## src/rtl/collision_scheduler.sv

```systemverilog
// collision_scheduler: time-multiplexed projectile/enemy hit detection, alive flags, score, round clear.
// Revision 1.0
`default_nettype none

module collision_scheduler #(
   parameter int N_ENEMY    = 4,
   parameter int HIT_RADIUS = 25
) (
   input  logic                   i_clk,
   input  logic                   i_reset_n,
   input  logic                   i_start,
   input  logic                   i_frame_tick,
   input  logic [10*N_ENEMY-1:0]  i_enemy_h,
   input  logic [10*N_ENEMY-1:0]  i_enemy_v,
   input  logic [9:0]             i_proj_h,
   input  logic [9:0]             i_proj_v,
   input  logic                   i_proj_valid,
   output logic [N_ENEMY-1:0]     o_alive,
   output logic                   o_hit_pulse,
   output logic [2:0]             o_hit_idx,
   output logic                   o_proj_consume,
   output logic [7:0]             o_score,
   output logic                   o_round_clear,
   output logic                   o_busy
);

   localparam logic [1:0] c_IDLE   = 2'd0;
   localparam logic [1:0] c_WAIT   = 2'd1;
   localparam logic [1:0] c_SCAN   = 2'd2;
   localparam logic [1:0] c_REPORT = 2'd3;

   localparam logic [10:0]        c_RADIUS    = 11'(HIT_RADIUS);
   localparam logic [N_ENEMY-1:0] c_ALL_ALIVE = '1;
   localparam logic [N_ENEMY-1:0] c_ONE       = {{(N_ENEMY-1){1'b0}}, 1'b1};

   logic [1:0]         r_state;
   logic [1:0]         w_next_state;
   logic [N_ENEMY-1:0] r_alive;
   logic [7:0]         r_score;
   logic               r_round_clear;
   logic [2:0]         r_hit_idx;
   logic [2:0]         r_slot;
   logic [9:0]         r_snap_h;
   logic [9:0]         r_snap_v;

   logic [9:0]         w_eh;
   logic [9:0]         w_ev;
   logic               w_slot_alive;
   logic               w_hit;
   logic               w_last_slot;
   logic               w_scan_go;
   logic [N_ENEMY-1:0] w_alive_cleared;

   // Subtract smaller from larger in 11 bits so distances never wrap.
   function automatic logic [10:0] absdiff(input logic [9:0] a, input logic [9:0] b);
      return (a >= b) ? ({1'b0, a} - {1'b0, b}) : ({1'b0, b} - {1'b0, a});
   endfunction

   always_comb begin
      w_eh         = '0;
      w_ev         = '0;
      w_slot_alive = 1'b0;
      for (int i = 0; i < N_ENEMY; i++) begin
         if (r_slot == 3'(i)) begin
            w_eh         = i_enemy_h[i*10 +: 10];
            w_ev         = i_enemy_v[i*10 +: 10];
            w_slot_alive = r_alive[i];
         end
      end
   end

   assign w_hit           = w_slot_alive
                          && (absdiff(r_snap_h, w_eh) <= c_RADIUS)
                          && (absdiff(r_snap_v, w_ev) <= c_RADIUS);
   assign w_last_slot     = (r_slot == 3'(N_ENEMY - 1));
   assign w_scan_go       = i_frame_tick && i_proj_valid && (r_alive != '0);
   assign w_alive_cleared = r_alive & ~(c_ONE << r_hit_idx);

   always_ff @(posedge i_clk or negedge i_reset_n) begin
      if (!i_reset_n) r_state <= c_IDLE;
      else            r_state <= w_next_state;
   end

   always_comb begin
      w_next_state = r_state;
      if (i_start) begin
         w_next_state = c_WAIT;
      end else begin
         case (r_state)
            c_IDLE:   w_next_state = c_IDLE;
            c_WAIT:   if (w_scan_go) w_next_state = c_SCAN;
            c_SCAN: begin
               if (w_hit)            w_next_state = c_REPORT;
               else if (w_last_slot) w_next_state = c_WAIT;
            end
            c_REPORT: w_next_state = (w_alive_cleared == '0) ? c_IDLE : c_WAIT;
            default:  w_next_state = c_IDLE;
         endcase
      end
   end

   always_comb begin
      o_hit_pulse    = (r_state == c_REPORT);
      o_proj_consume = (r_state == c_REPORT);
      o_busy         = (r_state == c_SCAN) || (r_state == c_REPORT);
   end

   // Start overrides everything, so an in-flight report is discarded.
   always_ff @(posedge i_clk or negedge i_reset_n) begin
      if (!i_reset_n) begin
         r_alive       <= '0;
         r_score       <= '0;
         r_round_clear <= 1'b0;
         r_hit_idx     <= '0;
         r_slot        <= '0;
         r_snap_h      <= '0;
         r_snap_v      <= '0;
      end else if (i_start) begin
         r_alive       <= c_ALL_ALIVE;
         r_score       <= '0;
         r_round_clear <= 1'b0;
      end else begin
         case (r_state)
            c_WAIT: begin
               if (w_scan_go) begin
                  r_snap_h <= i_proj_h;
                  r_snap_v <= i_proj_v;
                  r_slot   <= '0;
               end
            end
            c_SCAN: begin
               if (w_hit)             r_hit_idx <= r_slot;
               else if (!w_last_slot) r_slot    <= r_slot + 3'd1;
            end
            c_REPORT: begin
               r_alive <= w_alive_cleared;
               if (r_score != 8'hFF) r_score <= r_score + 8'd1;
               if (w_alive_cleared == '0) r_round_clear <= 1'b1;
            end
            default: ;
         endcase
      end
   end

   assign o_alive       = r_alive;
   assign o_score       = r_score;
   assign o_round_clear = r_round_clear;
   assign o_hit_idx     = r_hit_idx;

endmodule

`default_nettype wire
```

## config.mk

```make
export PLATFORM = sky130hd
export DESIGN_NAME = collision_scheduler
export DESIGN_NICKNAME = d
export VERILOG_FILES = /design/src/rtl/collision_scheduler.sv
export SDC_FILE = /design/constraint.sdc
export NUM_CORES = 1
export LEC_CHECK = 0
export BUFFER_PORTS_ARGS = -buffer_cell sky130_fd_sc_hd__buf_2
export CAP_MARGIN = 20
export CORE_ASPECT_RATIO = 1.1
export CORE_UTILIZATION = 44
export DETAILED_ROUTE_END_ITERATION = 8
export PLACE_DENSITY = 0.69
export SKIP_LAST_GASP = 1
export SYNTH_ARGS = -nofsm -noshare
export SYNTH_HDL_FRONTEND = slang
export SYNTH_SLANG_ARGS = --single-unit
```

## constraint.sdc

```tcl
create_clock -name i_clk -period 8.1 [get_ports i_clk]
set_input_delay 0 -clock i_clk [delete_from_list [all_inputs] [get_ports i_clk]]
set_output_delay 0 -clock i_clk [all_outputs]
set_load 0.005 [all_outputs]
```

Word level (Yosys, flattened, before mapping)
Cells that the tools add are included.
{"block": "classes", "addsub": 6, "n_eq_ne": 12, "n_reduce_logical": 19, "muxes": 32, "n_shift": 1, "bitwise_logic": 3, "n_lt_le_gt_ge": 4}
{"op": "10-bit 2-to-1 mux", "count": 8}
{"op": "10-bit by 10-bit subtractor with 11-bit output", "count": 4}
{"op": "8-bit 2-to-1 mux", "count": 3}
{"op": "11-bit by 5-bit less-or-equal comparator with 1-bit output, second input constant", "count": 2}
{"op": "11-bit 2-to-1 mux", "count": 2}
{"op": "10-bit greater-or-equal comparator", "count": 2}
{"op": "3-bit 2-to-1 mux", "count": 3}
{"op": "8-bit by 1-bit adder with 8-bit output, second input constant", "count": 1}
{"op": "1-bit 2-to-1 mux", "count": 8}
{"op": "2-bit 2-to-1 mux", "count": 4}
{"op": "4-bit 2-to-1 mux", "count": 2}
{"op": "8-bit != test, second input constant", "count": 1}
{"op": "2-bit one-hot mux with 4 select lines", "count": 1}
{"op": "2-bit nonzero test", "count": 4}
{"op": "3-bit by 2-bit == test with 1-bit output, second input constant", "count": 2}
{"op": "2-bit != test, second input constant", "count": 3}
{"op": "3-bit one-hot mux with 2 select lines", "count": 1}
{"op": "2-bit AND reduction", "count": 3}
{"op": "3-bit AND reduction", "count": 2}
{"op": "5-bit AND reduction", "count": 1}
{"op": "4-bit AND", "count": 1}
{"op": "2-bit == test, second input constant", "count": 2}
{"op": "1-bit logical AND", "count": 4}
{"op": "4-bit logical NOT", "count": 1}
{"op": "other kinds (12)", "count": 12}
{"block": "word_totals", "out_inout_bits": 19, "elab_cells": 85, "reg_bits": 41, "input_bits": 105}

Depth between registers and ports, before layout
{"block": "depth", "depth_word": 13, "ltp_mapped": 20, "depth_no_buf": 18}

Least setup slack after synthesis
Ideal clock, no wire load.
{"block": "synth_timing", "path_kind": "flip-flop to flip-flop", "from": "reg r_slot[2]", "to": "reg r_hit_idx[0] (netlist: o_hit_idx[0])", "setup_time_ns": 0.125, "required_ns": 7.975, "setup_slack_ns": 3.542, "t_arrival_ns": 4.433, "stages_incl_launch_ff": 19, "period_less_slack_ns": 4.558, "path_buffers": 3, "path_cell_list": "dfrtp_1 > inv_1 > clkbuf_1 > ha_1 > clkbuf_1 > clkbuf_1 > a21o_1 > inv_1 > ha_1 > fa_1 > nor2b_1 > o2111ai_1 > and3_1 > or4_1 > or4_4 > a2bb2oi_2 > o2111a_2 > nand4_4 > mux2_4"}
{"block": "synth_via", "elab_chain_cells": 11, "elab_cells_between_ends": 29, "classes_between": "add/sub: 4; order compare: 4; eq/ne: 3; mux: 14; reduce/logical: 4"}
{"element": "start: declaration", "line": "42", "source": "logic [2:0] r_slot;"}
{"element": "start signal: assignment", "line": "133", "source": "else if (!w_last_slot) r_slot <= r_slot + 3'd1;"}
{"element": "3-bit logical NOT", "line": "64", "source": "if (r_slot == 3'(i)) begin"}
{"element": "10-bit 2-to-1 mux (4 in series)", "line": "64"}
{"element": "10-bit by 10-bit subtractor with 11-bit output / 10-bit greater-or-equal comparator (equally long branches)", "line": "56", "source": "return (a >= b) ? ({1'b0, a} - {1'b0, b}) : ({1'b0, b} - {1'b0, a});"}
{"element": "11-bit 2-to-1 mux", "line": "56"}
{"element": "11-bit by 5-bit less-or-equal comparator with 1-bit output", "line": "73", "source": "&& (absdiff(r_snap_h, w_eh) <= c_RADIUS)"}
{"element": "1-bit logical AND", "line": "73"}
{"element": "1-bit logical AND (*)", "line": "74", "source": "&& (absdiff(r_snap_v, w_ev) <= c_RADIUS);"}
{"element": "3-bit AND reduction (no line) (*)"}
{"element": "end signal: assignment", "line": "132", "source": "if (w_hit) r_hit_idx <= r_slot;"}
{"element": "end: declaration", "line": "41", "source": "logic [2:0] r_hit_idx;"}
Every way passes the cells marked *; elsewhere a longest branch is shown, timed or not.
A chain may end at the register's enable or synchronous reset.

Worst setup path in the final report
{"block": "layout_timing", "from": "reg r_slot[2]", "to": "reg r_hit_idx[2] (netlist: o_hit_idx[2])"}
{"block": "layout_via", "elab_chain_cells": 11, "elab_cells_between_ends": 29, "classes_between": "add/sub: 4; order compare: 4; eq/ne: 3; mux: 14; reduce/logical: 4"}
{"element": "3-bit logical NOT", "line": "64"}
{"element": "10-bit 2-to-1 mux (4 in series)", "line": "64"}
{"element": "10-bit by 10-bit subtractor with 11-bit output / 10-bit greater-or-equal comparator (equally long branches)", "line": "56"}
{"element": "11-bit 2-to-1 mux", "line": "56"}
{"element": "11-bit by 5-bit less-or-equal comparator with 1-bit output", "line": "73"}
{"element": "1-bit logical AND", "line": "73"}
{"element": "1-bit logical AND", "line": "74"}
{"element": "3-bit AND reduction (no line)"}
Parallel ways exist; a longest one is shown, timed or not.

==> qor.csv <==
stage,metric,value,unit
sta,Relative slew margins,39.0,%
clock_network,Clock Tree Buf Depth,2,
clock_network,"Reg clk slew, reported paths",0.07,ns
global_route,gr usage total,26.5,%
clock_network,Root Driver,clkbuf_16,
power,Final Power,1650,uW
clock_network,Post-CTS Resized,0,
power,P_sw,827,uW
floorplan,width of the die,101,um
synthesis,synthesized area,4700,sq um
power,maximum VDD drop,0.151,mV
global_route,pin count of the biggest net entering global routing,42,
synthesis,Mapped Nets,761,
power,part of the power in combinational logic,71.5,%
cells_and_area,layout cells sized above 1,21.2,%
sta,final hold vios,0,
sta,final setup fails,0,
synthesis,main combinational cell family by area after synthesis,compound AO/OA/AOI/OAI gates,
sta,RSZ-0062 raised after global routing,no,
route,routed wire length per instance,16.6,um
clock_network,post-CTS setup buffer count,0,
sta,Layout Skew,0.00299,ns
sta,final worst slack,2.49,ns
synthesis,post-synth cell types,68,
clock_network,H-tree depth,2,
placed_design,hpwl dp,11000,um
critical_path,CP required,8.28,ns
synthesis,Post-Synth Simple-Gate Area,22.8,%
route,Post-Route WL,14400,um
critical_path,crit end category,register,
floorplan,Die Ht,110,um
synthesis,Post-Synthesis Cells,606,
synthesis,Synth Area in Adders,13.9,%
clock_network,clk sink count,41,
synthesis,"top cells by area, synth","dfrtp_1, ha_1, nor2_1, a222oi_1, o21ai_0",
route,iteration-0 DRC count of the detailed router,380,
clock_network,CTS tree,yes,
synthesis,Synth Area in XOR/XNOR,3.35,%
hold_path,Worst Hold Class,input port to asynchronous set/reset pin,
synthesis,post-synthesis compound-gate area fraction,27.9,%
synthesis,Yosys warning count,0,
synthesis,post-synthesis sequential area ratio,21.8,%
cells_and_area,Area growth syn-to-layout,22.6,%
synthesis,post-synthesis mux area share,2.50,%
synthesis,top_reg_cell synth,dfrtp_1,
synthesis,top-count cell post-synth,nor2_1,
placed_design,GPL Wtd Cong,0.948,
sta,fin. max-slew vios,0,
placed_design,Port Buf Inserts,123,
route,DRC viols,0,
synthesis,leading area contributor after synthesis,dfrtp_1,
synthesis,async set-reset flop share out of synthesis,100,%
cells_and_area,final net count,881,
sta,worst slew pin tran,0.913,ns
route,via count,4966,
floorplan,die area,11100,sq um
route,drt first pass iters,7,
critical_path,Reg2Reg Setup Slack,2.49,ns
cells_and_area,ant diodes,0,
global_route,initial antenna violation count,0,
synthesis,Synth Register Bits,41,
global_route,GRT overflow,0,
sta,min Tclk post-route,5.61,ns
clock_network,hold_buf cts,21,
power,power density cells,287,nW/um^2
power,sw frac,50.0,%
power,Seq pwr share,15.1,%
floorplan,site row count,39,
clock_network,worst skew pair latency,0.30,ns
power,LEAKAGE,0.00285,uW
synthesis,syn_area_per_cell,7.76,sq um
run,max cap viols,0,
sta,sum of negative setup slack,0,ns
critical_path,crit path kind,register to register,
placed_design,Place WS,2.52,ns
floorplan,I/O pins,124,
global_route,vias in the first global route,4856,
clock_network,TritonCTS buffer count,5,
synthesis,Synth top cells by count,"nor2_1, inv_1, ha_1",
sta,crit share post-route,69.2,%
synthesis,Post-synth EDFFs,0,
floorplan,Starting Density,45.2,%
critical_path,WP data arrival,5.79,ns
route,vias per inst,5.71,
sta,Fmax,0.178,GHz
global_route,global-route wire length before repair,23500,um
outcome,status,"finished, final reports clean",
power,Clock Power Share,13.4,%
floorplan,core area,10400,sq um
route,Final ANT Viol Nets,0,
critical_path,crit start category,register,
synthesis,Yosys top cell area share,21.8,%
power,Internal,828,uW
critical_path,crit-path max FO,24,
==> worst max-delay path: stages (launching register included) <==
cell and delay [ns]:
dfrtp_1 0.44, inv_1 0.62, ha_1 0.81, buf_4 0.39
a21o_1 0.18, inv_1 0.05, ha_1 0.21, fa_1 0.45
nor2b_1 0.15, o2111ai_1 0.14, and3_1 0.21, or4_1 0.40
or4_4 0.54, a2bb2oi_2 0.17, o2111a_2 0.26, nand4_4 0.13
mux2_4 0.32
==> through the flow <==
stage	hold slack [ns]	std cells	utilization [%]	area [sq um]
final	0.0792	870	55.5	5760
after global routing	0.0809	870	55.5	5760
after CTS	0.105	869	55.3	5740
after detailed placement	0.205	840	51.8	5380
after global placement	0.205	840	51.8	5380
after floorplan	-0.296	606	-	4700
==> final timing paths <==
path | endpoint | cells after the start | startpoint
worst max-delay path | o_hit_idx[2]$_DFFE_PN0P_ | 16 | r_slot[2]$_DFFE_PN0P_
worst min-delay path | r_snap_h[2]$_DFFE_PN0P_ | 2 | i_reset_n
worst max register to register | o_hit_idx[2]$_DFFE_PN0P_ | 16 | r_slot[2]$_DFFE_PN0P_
worst min register to register | o_round_clear$_DFFE_PN0P_ | 2 | o_round_clear$_DFFE_PN0P_
max in group asynchronous | o_score[1]$_DFFE_PN0P_ | 3 | i_reset_n
min in group i_clk | o_round_clear$_DFFE_PN0P_ | 2 | i_start
==> registers in the layout, indices dropped and copies added (netlist names) <==
register       count
o_alive            4
r_snap_v          10
r_state            2
o_score            8
r_snap_h          10
o_round_clear      1
r_slot             3
o_hit_idx          3
==> final cells by class <==
| class | count | area [sq um] |
|---|---|---|
| Multi-Input combinational cell | 475 | 3320 |
| Timing Repair Buffer | 150 | 883 |
| Sequential cell | 41 | 1030 |
| Clock inverter | 3 | 28.8 |
| Tap cell | 143 | 179 |
| Clock buffer | 5 | 125 |
| Inverter | 53 | 199 |
| Fill cell | 1012 | 4630 |
==> power groups by stage <==
stage,combinational [uW],clock [uW],sequential (uW)
3_5_place_dp,1160,0,253
6_report,1180,222,249
4_1_cts,1170,228,250
3_3_place_gp,1150,0,253
5_1_grt,1310,233,254
2_1_floorplan,901,0,249
==> cell families after synthesis <==
group                    Yosys count
XOR/XNOR                          18
flip-flops                        41
buffers and inverters             90
AND/OR/NAND/NOR                  210
adder cells (fa/ha/maj)           50
multiplexers                      10
AO/OA/AOI/OAI                    187
==> layer usage <==
| layer | global-route usage, % | wire length (um) | share of wire (%) |
|---|---|---|---|
| met4 | 8.89 | 191 | 1.3 |
| met2 | 46.6 | 7470 | 52 |
| met1 | 33.2 | 6160 | 43 |
| met5 | 0 | 0 | 0 |
| met3 | 2.97 | 609 | 4.2 |
==> layout by cell type (no fill, tap or decap), types with 5 or more instances in the layout <==
master,n
nand2b_1,10
nor3_1,29
buf_2,123
or3_1,6
nor2_1,59
o31ai_1,6
buf_4,5
ha_1,46
and3_1,5
nor4_1,5
dlygate4sd3_1,21
a21o_1,20
inv_1,53
o21ai_0,40
a21oi_1,39
nand4_1,6
clkbuf_16,5
nor2b_1,12
a31oi_1,7
nand2_1,44
o211ai_1,5
dfrtp_1,41
a222oi_1,21
o211a_1,5
nand3b_1,7
xor2_1,9
nand3_1,7
xnor2_1,9
mux2i_1,5
Power figures use the tool's default switching activity.
